===== src/rtl/dmem_arbiter_if.sv =====
// dmem_arbiter_if: bus bundle linking the CPU and PDU requesters, dmem_arbiter and DMEM.
// cpu_* / dbg_*: request, write enable, word address, write data, grant, rvalid, rdata.
// dbg_lock/dbg_owned: debug burst lock request and ownership status.
// mem_*: single-port DMEM address, write data, write enable and combinational read data.
// slave is the arbiter's view; master is the requester/memory side.
interface dmem_arbiter_if #(parameter int DEPTH = 10);
    logic             cpu_req;
    logic             cpu_we;
    logic [DEPTH-1:0] cpu_addr;
    logic [31:0]      cpu_wdata;
    logic             cpu_gnt;
    logic             cpu_rvalid;
    logic [31:0]      cpu_rdata;
    logic             dbg_req;
    logic             dbg_we;
    logic [DEPTH-1:0] dbg_addr;
    logic [31:0]      dbg_wdata;
    logic             dbg_gnt;
    logic             dbg_rvalid;
    logic [31:0]      dbg_rdata;
    logic             dbg_lock;
    logic             dbg_owned;
    logic [DEPTH-1:0] mem_addr;
    logic [31:0]      mem_wdata;
    logic             mem_we;
    logic [31:0]      mem_rdata;

    modport slave (
        input  cpu_req, cpu_we, cpu_addr, cpu_wdata,
        output cpu_gnt, cpu_rvalid, cpu_rdata,
        input  dbg_req, dbg_we, dbg_addr, dbg_wdata, dbg_lock,
        output dbg_gnt, dbg_rvalid, dbg_rdata, dbg_owned,
        output mem_addr, mem_wdata, mem_we,
        input  mem_rdata
    );

    modport master (
        output cpu_req, cpu_we, cpu_addr, cpu_wdata,
        input  cpu_gnt, cpu_rvalid, cpu_rdata,
        output dbg_req, dbg_we, dbg_addr, dbg_wdata, dbg_lock,
        input  dbg_gnt, dbg_rvalid, dbg_rdata, dbg_owned,
        input  mem_addr, mem_wdata, mem_we,
        output mem_rdata
    );
endinterface


===== src/rtl/dmem_arbiter.sv =====
// dmem_arbiter: shares one single-port DMEM between the CPU load/store port and the PDU debug port.
// Ports: clk (posedge), rstn (async active-low), bus (dmem_arbiter_if.slave) carrying
// both requester ports, the debug lock/ownership pair and the DMEM drive/read signals.
// One grant per cycle (combinational), read data registered one cycle later.
// Macro DMEM_ARB_RR_EN: round-robin on ties when defined; fixed CPU priority otherwise.
module dmem_arbiter #(parameter int DEPTH = 10) (
    input logic           clk,
    input logic           rstn,
    dmem_arbiter_if.slave bus
);
    typedef enum logic {IDLE, DBG_OWN} state_t;

    state_t state, state_nxt;
    logic   cpu_gnt, dbg_gnt, dbg_tie;

`ifdef DMEM_ARB_RR_EN
    // High when debug won the most recent grant; reset to CPU-last so debug wins the first tie.
    logic last_dbg;

    always_ff @(posedge clk or negedge rstn) begin
        if (!rstn)
            last_dbg <= 1'b0;
        else if (cpu_gnt || dbg_gnt)
            last_dbg <= dbg_gnt;
    end

    assign dbg_tie = ~last_dbg;
`else
    assign dbg_tie = 1'b0;
`endif

    always_ff @(posedge clk or negedge rstn) begin
        if (!rstn)
            state <= IDLE;
        else
            state <= state_nxt;
    end

    // Grants are gated by rstn so nothing is granted while reset is held.
    always_comb begin
        state_nxt = state;
        cpu_gnt   = 1'b0;
        dbg_gnt   = 1'b0;
        if (state == DBG_OWN) begin
            dbg_gnt = rstn && bus.dbg_req;
            if (!bus.dbg_lock)
                state_nxt = IDLE;
        end else begin
            dbg_gnt = rstn && bus.dbg_req && (!bus.cpu_req || dbg_tie);
            cpu_gnt = rstn && bus.cpu_req && !dbg_gnt;
            if (dbg_gnt && bus.dbg_lock)
                state_nxt = DBG_OWN;
        end
    end

    assign bus.cpu_gnt   = cpu_gnt;
    assign bus.dbg_gnt   = dbg_gnt;
    assign bus.dbg_owned = (state == DBG_OWN);
    assign bus.mem_addr  = dbg_gnt ? bus.dbg_addr : cpu_gnt ? bus.cpu_addr : {DEPTH{1'b0}};
    assign bus.mem_wdata = dbg_gnt ? bus.dbg_wdata : bus.cpu_wdata;
    assign bus.mem_we    = (dbg_gnt && bus.dbg_we) || (cpu_gnt && bus.cpu_we);

    // Read data is sampled on the grant edge, so a write acknowledges with the pre-write word.
    always_ff @(posedge clk or negedge rstn) begin
        if (!rstn) begin
            bus.cpu_rvalid <= 1'b0;
            bus.dbg_rvalid <= 1'b0;
            bus.cpu_rdata  <= 32'h0;
            bus.dbg_rdata  <= 32'h0;
        end else begin
            bus.cpu_rvalid <= cpu_gnt;
            bus.dbg_rvalid <= dbg_gnt;
            if (cpu_gnt)
                bus.cpu_rdata <= bus.mem_rdata;
            if (dbg_gnt)
                bus.dbg_rdata <= bus.mem_rdata;
        end
    end
endmodule

===== src/flat_wrapper.sv =====
// flat-port wrapper written by rule: the top's interface ports become plain ports
module dmem_arbiter_flat 
#(parameter int DEPTH = 10)
  (clk, rstn, bus_cpu_req, bus_cpu_we, bus_cpu_addr, bus_cpu_wdata, bus_cpu_gnt, bus_cpu_rvalid, bus_cpu_rdata, bus_dbg_req, bus_dbg_we, bus_dbg_addr, bus_dbg_wdata, bus_dbg_lock, bus_dbg_gnt, bus_dbg_rvalid, bus_dbg_rdata, bus_dbg_owned, bus_mem_addr, bus_mem_wdata, bus_mem_we, bus_mem_rdata);
  dmem_arbiter_if #(.DEPTH(DEPTH)) bus_i ();
  input logic clk;
  input logic rstn;
  input wire logic [$bits(bus_i.cpu_req)-1:0] bus_cpu_req;
  input wire logic [$bits(bus_i.cpu_we)-1:0] bus_cpu_we;
  input wire logic [$bits(bus_i.cpu_addr)-1:0] bus_cpu_addr;
  input wire logic [$bits(bus_i.cpu_wdata)-1:0] bus_cpu_wdata;
  output wire logic [$bits(bus_i.cpu_gnt)-1:0] bus_cpu_gnt;
  output wire logic [$bits(bus_i.cpu_rvalid)-1:0] bus_cpu_rvalid;
  output wire logic [$bits(bus_i.cpu_rdata)-1:0] bus_cpu_rdata;
  input wire logic [$bits(bus_i.dbg_req)-1:0] bus_dbg_req;
  input wire logic [$bits(bus_i.dbg_we)-1:0] bus_dbg_we;
  input wire logic [$bits(bus_i.dbg_addr)-1:0] bus_dbg_addr;
  input wire logic [$bits(bus_i.dbg_wdata)-1:0] bus_dbg_wdata;
  input wire logic [$bits(bus_i.dbg_lock)-1:0] bus_dbg_lock;
  output wire logic [$bits(bus_i.dbg_gnt)-1:0] bus_dbg_gnt;
  output wire logic [$bits(bus_i.dbg_rvalid)-1:0] bus_dbg_rvalid;
  output wire logic [$bits(bus_i.dbg_rdata)-1:0] bus_dbg_rdata;
  output wire logic [$bits(bus_i.dbg_owned)-1:0] bus_dbg_owned;
  output wire logic [$bits(bus_i.mem_addr)-1:0] bus_mem_addr;
  output wire logic [$bits(bus_i.mem_wdata)-1:0] bus_mem_wdata;
  output wire logic [$bits(bus_i.mem_we)-1:0] bus_mem_we;
  input wire logic [$bits(bus_i.mem_rdata)-1:0] bus_mem_rdata;
  assign bus_i.cpu_req = bus_cpu_req;
  assign bus_i.cpu_we = bus_cpu_we;
  assign bus_i.cpu_addr = bus_cpu_addr;
  assign bus_i.cpu_wdata = bus_cpu_wdata;
  assign bus_cpu_gnt = bus_i.cpu_gnt;
  assign bus_cpu_rvalid = bus_i.cpu_rvalid;
  assign bus_cpu_rdata = bus_i.cpu_rdata;
  assign bus_i.dbg_req = bus_dbg_req;
  assign bus_i.dbg_we = bus_dbg_we;
  assign bus_i.dbg_addr = bus_dbg_addr;
  assign bus_i.dbg_wdata = bus_dbg_wdata;
  assign bus_i.dbg_lock = bus_dbg_lock;
  assign bus_dbg_gnt = bus_i.dbg_gnt;
  assign bus_dbg_rvalid = bus_i.dbg_rvalid;
  assign bus_dbg_rdata = bus_i.dbg_rdata;
  assign bus_dbg_owned = bus_i.dbg_owned;
  assign bus_mem_addr = bus_i.mem_addr;
  assign bus_mem_wdata = bus_i.mem_wdata;
  assign bus_mem_we = bus_i.mem_we;
  assign bus_i.mem_rdata = bus_mem_rdata;
  dmem_arbiter #(.DEPTH(DEPTH)) u_core (.clk(clk), .rstn(rstn), .bus(bus_i));
endmodule

===== config.mk =====
export PLATFORM = sky130hd
export DESIGN_NAME = dmem_arbiter_flat
export DESIGN_NICKNAME = d
export VERILOG_FILES = /design/src/rtl/dmem_arbiter_if.sv /design/src/rtl/dmem_arbiter.sv /design/src/flat_wrapper.sv
export SDC_FILE = /design/constraint.sdc
export NUM_CORES = 1
export LEC_CHECK = 0
export CORE_UTILIZATION = 38
export CTS_CLUSTER_DIAMETER = 40
export DETAILED_ROUTE_END_ITERATION = 7
export HOLD_SLACK_MARGIN = 0.05
export PLACE_DENSITY_LB_ADDON = 0.1
export SYNTH_ARGS = -nofsm -noshare
export SYNTH_HDL_FRONTEND = slang
export SYNTH_SLANG_ARGS = --single-unit

===== constraint.sdc =====
create_clock -name clk -period 2.32 [get_ports clk]
set_input_delay 0.464 -clock clk [delete_from_list [all_inputs] [get_ports clk]]
set_output_delay 0.464 -clock clk [all_outputs]
set_load 0.05 [all_outputs]

==> results.yml, run 1 <==
status:
  outcome: "finished, final reports clean"
yosys:
  synth_area_leaders: "dfrtp_1, mux2_4, mux2_2"
  synth.avg_cell_area_um2: 15.0
  synth-edff-count: 0
  syn_inst: 218
  synth_cell_types: 16
  synth-async-reset-ratio_pct: 100
  seq_area_frac_synth_pct: 51.2
  yosys.area.top_type_share_pct: 51.2
  synth.top_cells.by_count: "dfrtp_1, mux2_4, mux2_2"
  yosys_register_bits: 67
  synthesis.nets: 341
  yosysMostFrequentCell: "dfrtp_1"
  synth_top_area_cell: "dfrtp_1"
  netlist_area_um2: 3270
  ys_warn_count: 0
  ys.flop_type: "dfrtp_1"
routing:
  first_pass_iters: 4
  totalWireLength_um: 10800
  drtIter0Drc: 74
  wl_per_cell_um: 18.8
  route.met3.wl_um: 1140
  vias: 2742
  vias_per_cell: 4.77
  top_layer_used: "met4"
  dr_wl_met2_um: 5640
  route.detailed.drc: 0
  ant_nets: 0
  met1_length_um: 3790
clocking:
  numCtsBuffers: 9
  clockBufferDepth: 2
  cts_tree: "done"
  clock_latency_ns: 0.34
  clockRootBuffer: "clkbuf_8"
  path_clk_slew_ns: 0.08
  cts_sinks: 67
  htree_levels: 3
power_and_ir_drop:
  combPwrFrac_pct: 48.2
  peakVddDrop_mv: 0.780
  power.net_switching_mw: 1.88
  intPower_mw: 2.85
  powerDensity_nw_per_um2: 754
  leakage_nw: 2.69
  clockPowerShare_pct: 20.3
  swShare_pct: 39.8
  pwr-share-seq_pct: 31.5
finish:
  final_cell_area_um2: 6270
  stdcell_count: 575
  fill_cells: 558
  num-nets-final: 587
  utilization_pct: 75.9
  syn_to_final_growth_pct: 91.5
  drive_above_1_share_pct: 39.7
job:
  drv_cap: 0
timing:
  max_freq_ghz: 0.455
  rsz0062_at_grt: "no"
  holdWs_ns: 0.160
  tns_ns: 0
  finalCritPeriodShare_pct: 94.6
  fin_crit_ns: 2.20
  drv_slew: 0
  relSlewSlack_pct: 62.4
  hold_viol: 0
  tightestPinTransition_ns: 0.563
  setup_viol: 0
  fin_skew_ns: 0.00783
setup_path:
  crit_buf_inv: 4
  slowest_delay_ns: 0.32
  startpoint_type: "input port"
  slowest_stage: "mux2_4"
  critPathRequiredTime_ns: 1.86
  crit_type: "in2out"
  crit_family: "buffers and inverters"
  cp.arrival_ns: 1.73
  cp-end-kind: "output pin"
  cpMostUsedCell: "buf_12"
  path_max_fanout: 12
  crit_chain: "dlygate4sd2_1 -> nand2_2 -> nor2_4 -> buf_12 -> buf_16 -> mux2_4 -> buf_12"
die:
  die_x_um: 94.8
  core_um2: 8260
  start_util_pct: 39.6
  floorplan.die_area_um2: 8990
  ios: 235
  placementRows: 33
  die_h_um: 94.8
place:
  gp_congestion: 0.714
  dp.cells: 556
  hpwlAfterDp_um: 8340
  portBuffers: 234
  dpl-instance-area_um2: 5930
global_routing:
  antenna_found_initial: 1
  track_usage_pct: 23.9
  overflow: 0
  grt_pass1_wl_um: 15600
  grt_max_degree: 80
  grt_pass1_vias: 2857
hold_path:
  hp-class: "in2async"
==> flip-flops by register name (all words and copies together), names as in the netlist <==
signal	count
u_core.bus.dbg_rdata	32
u_core.bus.cpu_rvalid	1
u_core.bus.dbg_rvalid	1
u_core.bus.dbg_owned	1
u_core.bus.cpu_rdata	32
==> layer usage <==
metal | track usage [%] | vias to the layer above
met5 | 0 | -
met4 | 12.6 | 0
met3 | 8.78 | 20
met2 | 41.4 | 128
met1 | 25.2 | 1328
li1 | - | 1266
==> cell usage in the layout, fill, tap and decap left out, types with 2 or more instances in the layout <==
master             n
a21boi_1           2
dlygate4sd2_1      2
nand2_2            2
clkdlybuf4s50_1  186
mux2_4            49
clkbuf_8           9
buf_12            22
dfrtp_1           67
clkinv_4           3
nand3_1           11
nand2_1           11
buf_6             21
a21boi_2           9
mux2_2            47
buf_4             16
==> power groups by stage <==
stage / Sequential [mW] / Clock (mW) / Combinational [mW]
floorplan: 2.25 / 0 / 0.590
global placement: 1.50 / 0 / 2.24
detailed placement: 1.51 / 0 / 2.26
CTS: 1.49 / 0.992 / 2.29
global route: 1.52 / 1.04 / 2.36
finish: 1.49 / 0.961 / 2.28
==> worst paths after layout <==
| path | start | end | slack, ns | depth (start not counted) |
|---|---|---|---|---|
| max in group asynchronous | rstn | u_core.bus.dbg_rdata[11] | 1.83 | 2 |
| worst max register to register | u_core.bus.dbg_owned | u_core.bus.dbg_rdata[31] | 0.63 | 5 |
| worst min-delay path | rstn | u_core.bus.dbg_rdata[4] | 0.16 | 2 |
| worst min register to register | u_core.bus.cpu_rdata[31] | u_core.bus.cpu_rdata[31] | 0.50 | 1 |
| min in group clk | u_core.bus.cpu_rdata[31] | u_core.bus.cpu_rdata[31] | 0.50 | 1 |
| worst max-delay path | bus_dbg_req | bus_mem_wdata[5] | 0.12 | 7 |
==> what timing repair did <==
action                                  4_1_cts  5_1_grt
buffers inserted                              1        0
gates resized for setup                      27        0
hold buffers                                  0        0
hold endpoints to repair                      0        0
endpoints found under the setup margin       32        0
==> cell families (layout without fill, tap and decap cells) <==
family                 after synthesis  count (layout)  synth area share (%)
AOI/OAI and AO/OA                   12              12                  2.75
buffers and inverters               15             266                  3.25
DFF                                 67              67                  51.2
muxes                               96              96                  38.7
other                                0               1                     0
and+or+nand+nor                     28              28                  4.09
==> metrics by stage <==
| step | worst slack [ns] | total power, mW |
|---|---|---|
| after global placement | -0.110 | 3.73 |
| after CTS | 0.110 | 4.78 |
| final | 0.124 | 4.72 |
| after global routing | 0.0555 | 4.91 |
| after detailed placement | -0.148 | 3.76 |
| after floorplan | -0.165 | 2.84 |
==> area by class of cell <==
| type | count | area [µm²] | share of cell area (%) |
|---|---|---|---|
| diodes | 1 | 2.50 | 0.0399 |
| clock buffers | 9 | 124 | 1.98 |
| clock inverters | 7 | 77.6 | 1.24 |
| inverters | 1 | 3.75 | 0.0599 |
| multi-input cells | 136 | 1530 | 24.5 |
| flip-flops and latches | 67 | 1680 | 26.8 |
| well taps | 105 | 131 | 2.10 |
| repair buffers | 249 | 2720 | 43.4 |
No activity file was read; power rests on OpenSTA's default activity.
==> inputs of run 2 (changes only) <==
--- a/config.mk
+++ b/config.mk
@@ -5,6 +5,7 @@
 export SDC_FILE = /design/constraint.sdc
 export NUM_CORES = 1
 export LEC_CHECK = 0
+export CORE_ASPECT_RATIO = 1.75
 export CORE_UTILIZATION = 38
 export CTS_CLUSTER_DIAMETER = 40
 export DETAILED_ROUTE_END_ITERATION = 7
==> run 2 against run 1 <==
  * Cell area is 5.5% higher
  * Global-route usage is 1.9 points higher
  * Via count is 3.0% higher
  * Wire length is 5.7% higher
==> results.yml, run 2 (synthesis gave the netlist of run 1 again) <==
setup_path:
  cp-end-kind: "output pin"
  reg2reg_depth: 8
  crit_end: "bus_mem_wdata[8]"
  critPathRequiredTime_ns: 1.86
  cp.arrival_ns: 1.81
  r2r_setup_slack_ns: 0.59
  path_max_fanout: 5
  r2r_start: "u_core.bus.dbg_owned"
  startpoint: "u_core.bus.dbg_owned"
  startpoint_type: "flop"
  r2r_end: "u_core.bus.dbg_rdata[13]"
  crit_type: "reg2out"
finish:
  final_cell_area_um2: 6610
  layout_commonest_cell: "clkdlybuf4s50_1"
  fill_cells: 517
  largestRegisters: "u_core.bus.cpu_rdata x32, u_core.bus.dbg_rdata x32"
  stdcell_count: 597
  antenna_cells: 0
  utilization_pct: 79.5
  num-nets-final: 600
  drive_above_1_share_pct: 40.9
  syn_to_final_growth_pct: 102
  final_cell_mix: "clkdlybuf4s50_1, dfrtp_1, mux2_4"
power_and_ir_drop:
  powerDensity_nw_per_um2: 812
  leakage_nw: 2.85
  peakVddDrop_mv: 0.743
  fin_total_pwr_mw: 5.37
routing:
  first_pass_iters: 4
  route.detailed.drc: 0
  vias_per_cell: 4.73
  drtIter0Drc: 63
  vias: 2823
  wl_per_cell_um: 19.2
  totalWireLength_um: 11400
  ant_nets: 0
timing:
  rsz0062_at_grt: "no"
  tns_ns: 0
  relSlewSlack_pct: 55.1
  holdWs_ns: 0.146
  drv_slew: 0
  final.setup.worst_slack_ns: 0.0475
  finalCritPeriodShare_pct: 98.0
  tightestPinTransition_ns: 0.673
  max_freq_ghz: 0.440
  setup_viol: 0
  fin_crit_ns: 2.27
  hold_viol: 0
  fin_skew_ns: 0.00263
place:
  dp.cells: 571
  place_ws_ns: -0.142
  dpl-instance-area_um2: 6020
  hpwlAfterDp_um: 8730
  gp_congestion: 0.813
  portBuffers: 234
global_routing:
  track_usage_pct: 25.8
  antenna_found_initial: 0
  overflow: 0
  grt_pass1_vias: 3096
  grt_pass1_wl_um: 17200
  grt_max_degree: 56
die:
  core_um2: 8310
  die_x_um: 72.1
  ios: 235
  start_util_pct: 39.4
  die_h_um: 125
  floorplan.die_area_um2: 9000
  placementRows: 44
clocking:
  clock_latency_ns: 0.32
  clockBufferDepth: 2
  path_clk_slew_ns: 0.06
  numCtsBuffers: 9
  htree_levels: 3
  cts_hold_buf: 0
  clockRootBuffer: "clkbuf_16"
  cts_tree: "done"
  cts_sinks: 67
hold_path:
  hp-class: "in2async"
job:
  drv_cap: 0
status:
  outcome: "finished, final reports clean"
-- run 2: changes by cell type in the layout (fill, tap and decap cells not counted), moves of 3 or more --
| cell | change |
|---|---|
| buf_4 | +4 |
| buf_6 | +3 |
| clkbuf_8 | -8 |
| clkbuf_16 | +9 |
| clkinv_4 | -3 |
-- run 2: timing repair --
item	CTS	global route
endpoints found under the setup margin	33	25
resized for setup	22	15
gates cloned	3	0
buffers inserted	6	1
pin swaps	1	1
-- run 2: per-layer routing --
layer  part of all wire (%)  GRT usage, %  vias up
li1                       -             -     1291
met1                     35          26.8     1356
met2                     53          46.6      156
met3                    9.0          7.61       20
met4                    2.8          10.8        0
met5                      0             0        -
-- run 2: final cells by class --
cell class	instances	area [µm²]	share of cell area (%)
timing repair buffer	262	2910	44.0
clock buffer	12	246	3.73
clock inverter	4	97.6	1.48
sequential	67	1680	25.4
inverter	1	3.75	0.0568
multi-input combinational	136	1530	23.2
tap	115	144	2.18
-- run 2: where the power goes --
part / total, mW / internal, mW / switching [mW]
registers: 1.49 / 1.38 / 0.112
clock network: 1.55 / 1.08 / 0.471
logic: 2.33 / 1.00 / 1.33
-- run 2: worst min path at each step --
stage,start,end,depth (start not counted)
finish,rstn,u_core.bus.dbg_rdata[18],2
global route,rstn,u_core.bus.dbg_rdata[16],2
CTS,rstn,u_core.bus.dbg_rdata[16],2
detailed placement,rstn,u_core.bus.dbg_rdata[16],2
global placement,rstn,u_core.bus.dbg_rdata[16],2
floorplan,rstn,u_core.bus.cpu_rdata[0],0
-- run 2: worst max-delay path, stage by stage, from the launching register on --
cell     delay [ns]
dfrtp_1        0.41
nor2b_4        0.16
nor2_4         0.06
buf_6          0.11
buf_4          0.14
buf_6          0.13
mux2_4         0.32
buf_12         0.15
==> RTL edit 1, RTL diff (settings of run 2) <==
Build with the macro `DMEM_ARB_RR_EN` defined.
--- a/src/rtl/dmem_arbiter.sv
+++ b/src/rtl/dmem_arbiter.sv
@@ -4,4 +4,6 @@
 // One grant per cycle (combinational), read data registered one cycle later.
 // Macro DMEM_ARB_RR_EN: round-robin on ties when defined; fixed CPU priority otherwise.
+`define DMEM_ARB_RR_EN
+
 module dmem_arbiter #(parameter int DEPTH = 10) (
     input logic           clk,
Behaviour: not the same (a bounded check fails within 4 cycles, from zero or initial values and one cycle with rstn low).
==> RTL edit 1 against run 2 <==
The flow now finishes with violations (DRC). Clock power fell by 15%. Synthesized area fell by 2.1%. Maximum frequency fell by 0.66%. Power rose by 7.8%. Design area fell by 4.2%. Global-route usage fell by 3.3 points. Worst setup slack got worse by 15 ps. Utilization fell by 2.8 points. Sequential cell count rose by 1. Wire length fell by 12%. Die area fell by 2.1%. Critical path type is now in2out. Largest power group unchanged.
==> RTL edit 1: results <==
[power]
p_int_uw = 3510
irDropWorstVdd_mv = 0.664
p_leak_uw = 0.00281

[synthesis]
yosysTopAreaCell = dfrtp_1
async_reset_ff_frac = 1.00
yosys_warnings = 0
synthTopCellsByCount = dfrtp_1, mux2_2, mux2_4
yosysSeqAreaShare = 0.531
synth_nets = 320
yosys-top-cells-area = dfrtp_1, mux2_2, mux2_4, a22o_1, buf_6
syn_inst = 197
synth_cell_type_count = 16

[detailed_routing]
wl_um = 10100
routed_via_density = 4.94
dr.pass1.iters = 8
drc = 22
drt_iter0_markers = 74

[timing]
fin_skew_ps = 3.69
relSlewSlack = 0.444

[hold_path]
hold_path.class = in2async

[grt]
grt_max_degree = 69
grt_pass1_wl_um = 14600
grt_pass1_vias = 2858
grt_usage = 0.225

[clocking]
clk_path_buf_depth = 2
clk_latency_ps = 320
cts_buffers = 9
htree_num_levels = 3

[outcome]
violations = DRC
status = complete, but fails checks

[place]
numPortBuffers = 234
placed_cells = 528
dp_hpwl_um = 7800
gp_congestion = 0.764
dp_worst_setup_slack_ps = -141

[cells_and_area]
final.fill_count = 557
diodes = 0
reg.largest.list = u_core.bus.cpu_rdata x32, u_core.bus.dbg_rdata x32
final_layout_size_suffix_gt1_frac = 0.414
nNetsFinal = 575
final-instance-count-excl-fill = 548

[setup_path]
crit_fanout = 8
critPathArrivalTime_ps = 1820
[RTL edit 1: final timing paths]
path	slack [ps]	to	cells past startpoint	from
max in group asynchronous	1390	u_core.bus.dbg_rdata[29]	2	rstn
setup reg to reg	560	u_core.bus.dbg_rdata[28]	7	u_core.bus.dbg_owned
hold / removal	400	u_core.bus.dbg_rdata[25]	2	rstn
hold reg to reg	480	u_core.bus.cpu_rdata[26]	1	u_core.bus.cpu_rdata[26]
min in group clk	480	u_core.bus.cpu_rdata[26]	1	u_core.bus.cpu_rdata[26]
setup / recovery	30	bus_mem_wdata[15]	7	bus_cpu_req
[RTL edit 1: logic make-up (layout without fill, tap and decap cells)]
family | count (synthesis) | in the layout | synth area share
flip-flops | 68 | 68 | 0.531
AND/OR/NAND/NOR | 3 | 3 | 0.00547
AO/OA/AOI/OAI | 16 | 16 | 0.0430
multiplexers | 96 | 96 | 0.383
buffers and inverters | 14 | 273 | 0.0367
[RTL edit 1: final cells by class]
type,instances,area share
clock buffer,11,0.0383
clock inverter,4,0.00791
inverter,2,0.00119
multi-input combinational,115,0.222
sequential,68,0.269
tap,92,0.0182
timing repair buffer,256,0.443
[RTL edit 1: timing repair]
action	4_1_cts	5_1_grt
setup endpoints to repair	44	0
gates resized for setup	35	0
setup buffers	3	0
hold buffers	0	0
[RTL edit 1: metrics by stage]
step / setup TNS (ps) / instance area (um^2)
4_1_cts: 0 / 6330
2_1_floorplan: 0 / 3220
6_report: 0 / 6330
3_3_place_gp: -3480 / 5830
5_1_grt: 0 / 6330
3_5_place_dp: -5190 / 5830
[RTL edit 1: routing by layer]
layer | vias up | GRT usage | part of all wire
met5 | - | 0 | 0
met4 | 0 | 0.0863 | 0.017
met3 | 16 | 0.0864 | 0.11
met2 | 168 | 0.423 | 0.55
met1 | 1296 | 0.218 | 0.32
li1 | 1228 | - | -
[RTL edit 1: power groups by stage]
stage / Sequential, uW / Combinational, uW / Clock, uW
floorplan: 2600 / 722 / 0
global route: 1650 / 2950 / 1400
finish: 1610 / 2860 / 1320
global placement: 1610 / 2780 / 0
detailed placement: 1630 / 2800 / 0
CTS: 1620 / 2880 / 1350
[RTL edit 1: critical path, stage by stage]
cell and delay, ps:
dlygate4sd2_1 240, nor2b_2 150, a21o_4 220, buf_12 140, buf_12 140, mux2_4 300, buf_6 150
==> RTL edit 2, RTL diff (flow settings as in run 2) <==
Made on the original files. Put a register stage on the output `bus.dbg_owned`, without a reset. The value now appears one clock later.
--- a/src/rtl/dmem_arbiter.sv
+++ b/src/rtl/dmem_arbiter.sv
@@ -56,5 +56,7 @@
     assign bus.cpu_gnt   = cpu_gnt;
     assign bus.dbg_gnt   = dbg_gnt;
-    assign bus.dbg_owned = (state == DBG_OWN);
+    always_ff @(posedge clk) begin
+        bus.dbg_owned <= (state == DBG_OWN);
+    end
     assign bus.mem_addr  = dbg_gnt ? bus.dbg_addr : cpu_gnt ? bus.cpu_addr : {DEPTH{1'b0}};
     assign bus.mem_wdata = dbg_gnt ? bus.dbg_wdata : bus.cpu_wdata;
Function: changed (a bounded check fails within 4 cycles, from zero or initial values and one cycle with rstn low).
==> RTL edit 2 against run 2 <==
Power shrank 5.7%. Maximum frequency is essentially flat. Synthesized area grew 0.61%. Worst setup slack is essentially flat. Wire length shrank 3.4%. Design area shrank 4.2%. Global-route usage shrank 1.2 points. Critical path depth is the same. Sequential cell count grew 1.
==> RTL edit 2: results <==
[outcome]
status = finished clean

[cells_and_area]
final_layout_size_suffix_gt1_frac = 0.385
clk_share = 0.0451
postLayoutCellArea_um2 = 6330
nNonClkBuffers = 259
sh_seq_area = 0.268
nNetsFinal = 598
layout.buffer.nonclock.area_share = 0.427
seq_cell_count = 68
nonClockInverterCount = 1
final.fill_count = 600

[detailed_routing]
wl_um = 11100
drt_iter0_markers = 60
wl_met2_um = 5630
routedLengthMet1_um = 3790

[grt]
grt_pass1_vias = 2956
grt_usage = 0.246
grt_use_met3 = 0.103
grt_use_met1 = 0.254
grt_max_degree = 45
use_met2 = 0.422

[setup_path]
cp_slowest_cell = mux2_4
crit_fanout = 7
max_stage_delay_ps = 310
reg2reg_depth = 7
r2r-start = u_core.state
critPathArrivalTime_ps = 1810
startpoint = bus_cpu_req

[synthesis]
yosys-top-cells-area = dfrtp_1, mux2_4, mux2_2, a21boi_0, buf_6
synth.avg_cell_area_um2 = 15.0
synth_compound_area_frac = 0.0274
async_reset_ff_frac = 0.985
yosysSeqAreaShare = 0.515
synthMuxAreaShare = 0.384
synth_nets = 342
synth_cell_type_count = 17

[timing]
max_slew.worst_pin.slew_ps = 572
whs_ps = 182
fin_skew_ps = 5.44

[place]
dpl_cell_area_um2 = 5880
dp_worst_setup_slack_ps = -125
gp_congestion = 0.802
dp_hpwl_um = 8150

[power]
comb_power_share = 0.446
p_leak_uw = 0.00275
irDropWorstVdd_mv = 0.731
p_int_uw = 3170
p_seq_frac = 0.299

[clocking]
post-cts-setup-buffers = 5
ctsResizeCount = 13
==> RTL edit 2: cell count changes in the layout (fill, tap and decap cells not counted), moves of 2 or more <==
| cell | change |
|---|---|
| a21boi_2 | -9 |
| buf_4 | +25 |
| buf_16 | -2 |
| buf_8 | -2 |
| a21boi_1 | +8 |
| bufinv_16 | -2 |
| buf_12 | -9 |
| bufbuf_16 | +2 |
| buf_6 | -17 |
| clkinv_2 | +3 |
==> RTL edit 2: worst max-delay path by stage <==
| stage | endpoint | slack [ps] | depth (start not counted) |
|---|---|---|---|
| 2_1_floorplan | bus_mem_we | 70 | 3 |
| 3_3_place_gp | bus_mem_wdata[9] | -110 | 6 |
| 3_5_place_dp | bus_mem_wdata[8] | -130 | 6 |
| 4_1_cts | bus_mem_wdata[26] | 40 | 6 |
| 5_1_grt | bus_mem_wdata[26] | 1 | 7 |
| 6_report | bus_mem_wdata[26] | 50 | 7 |
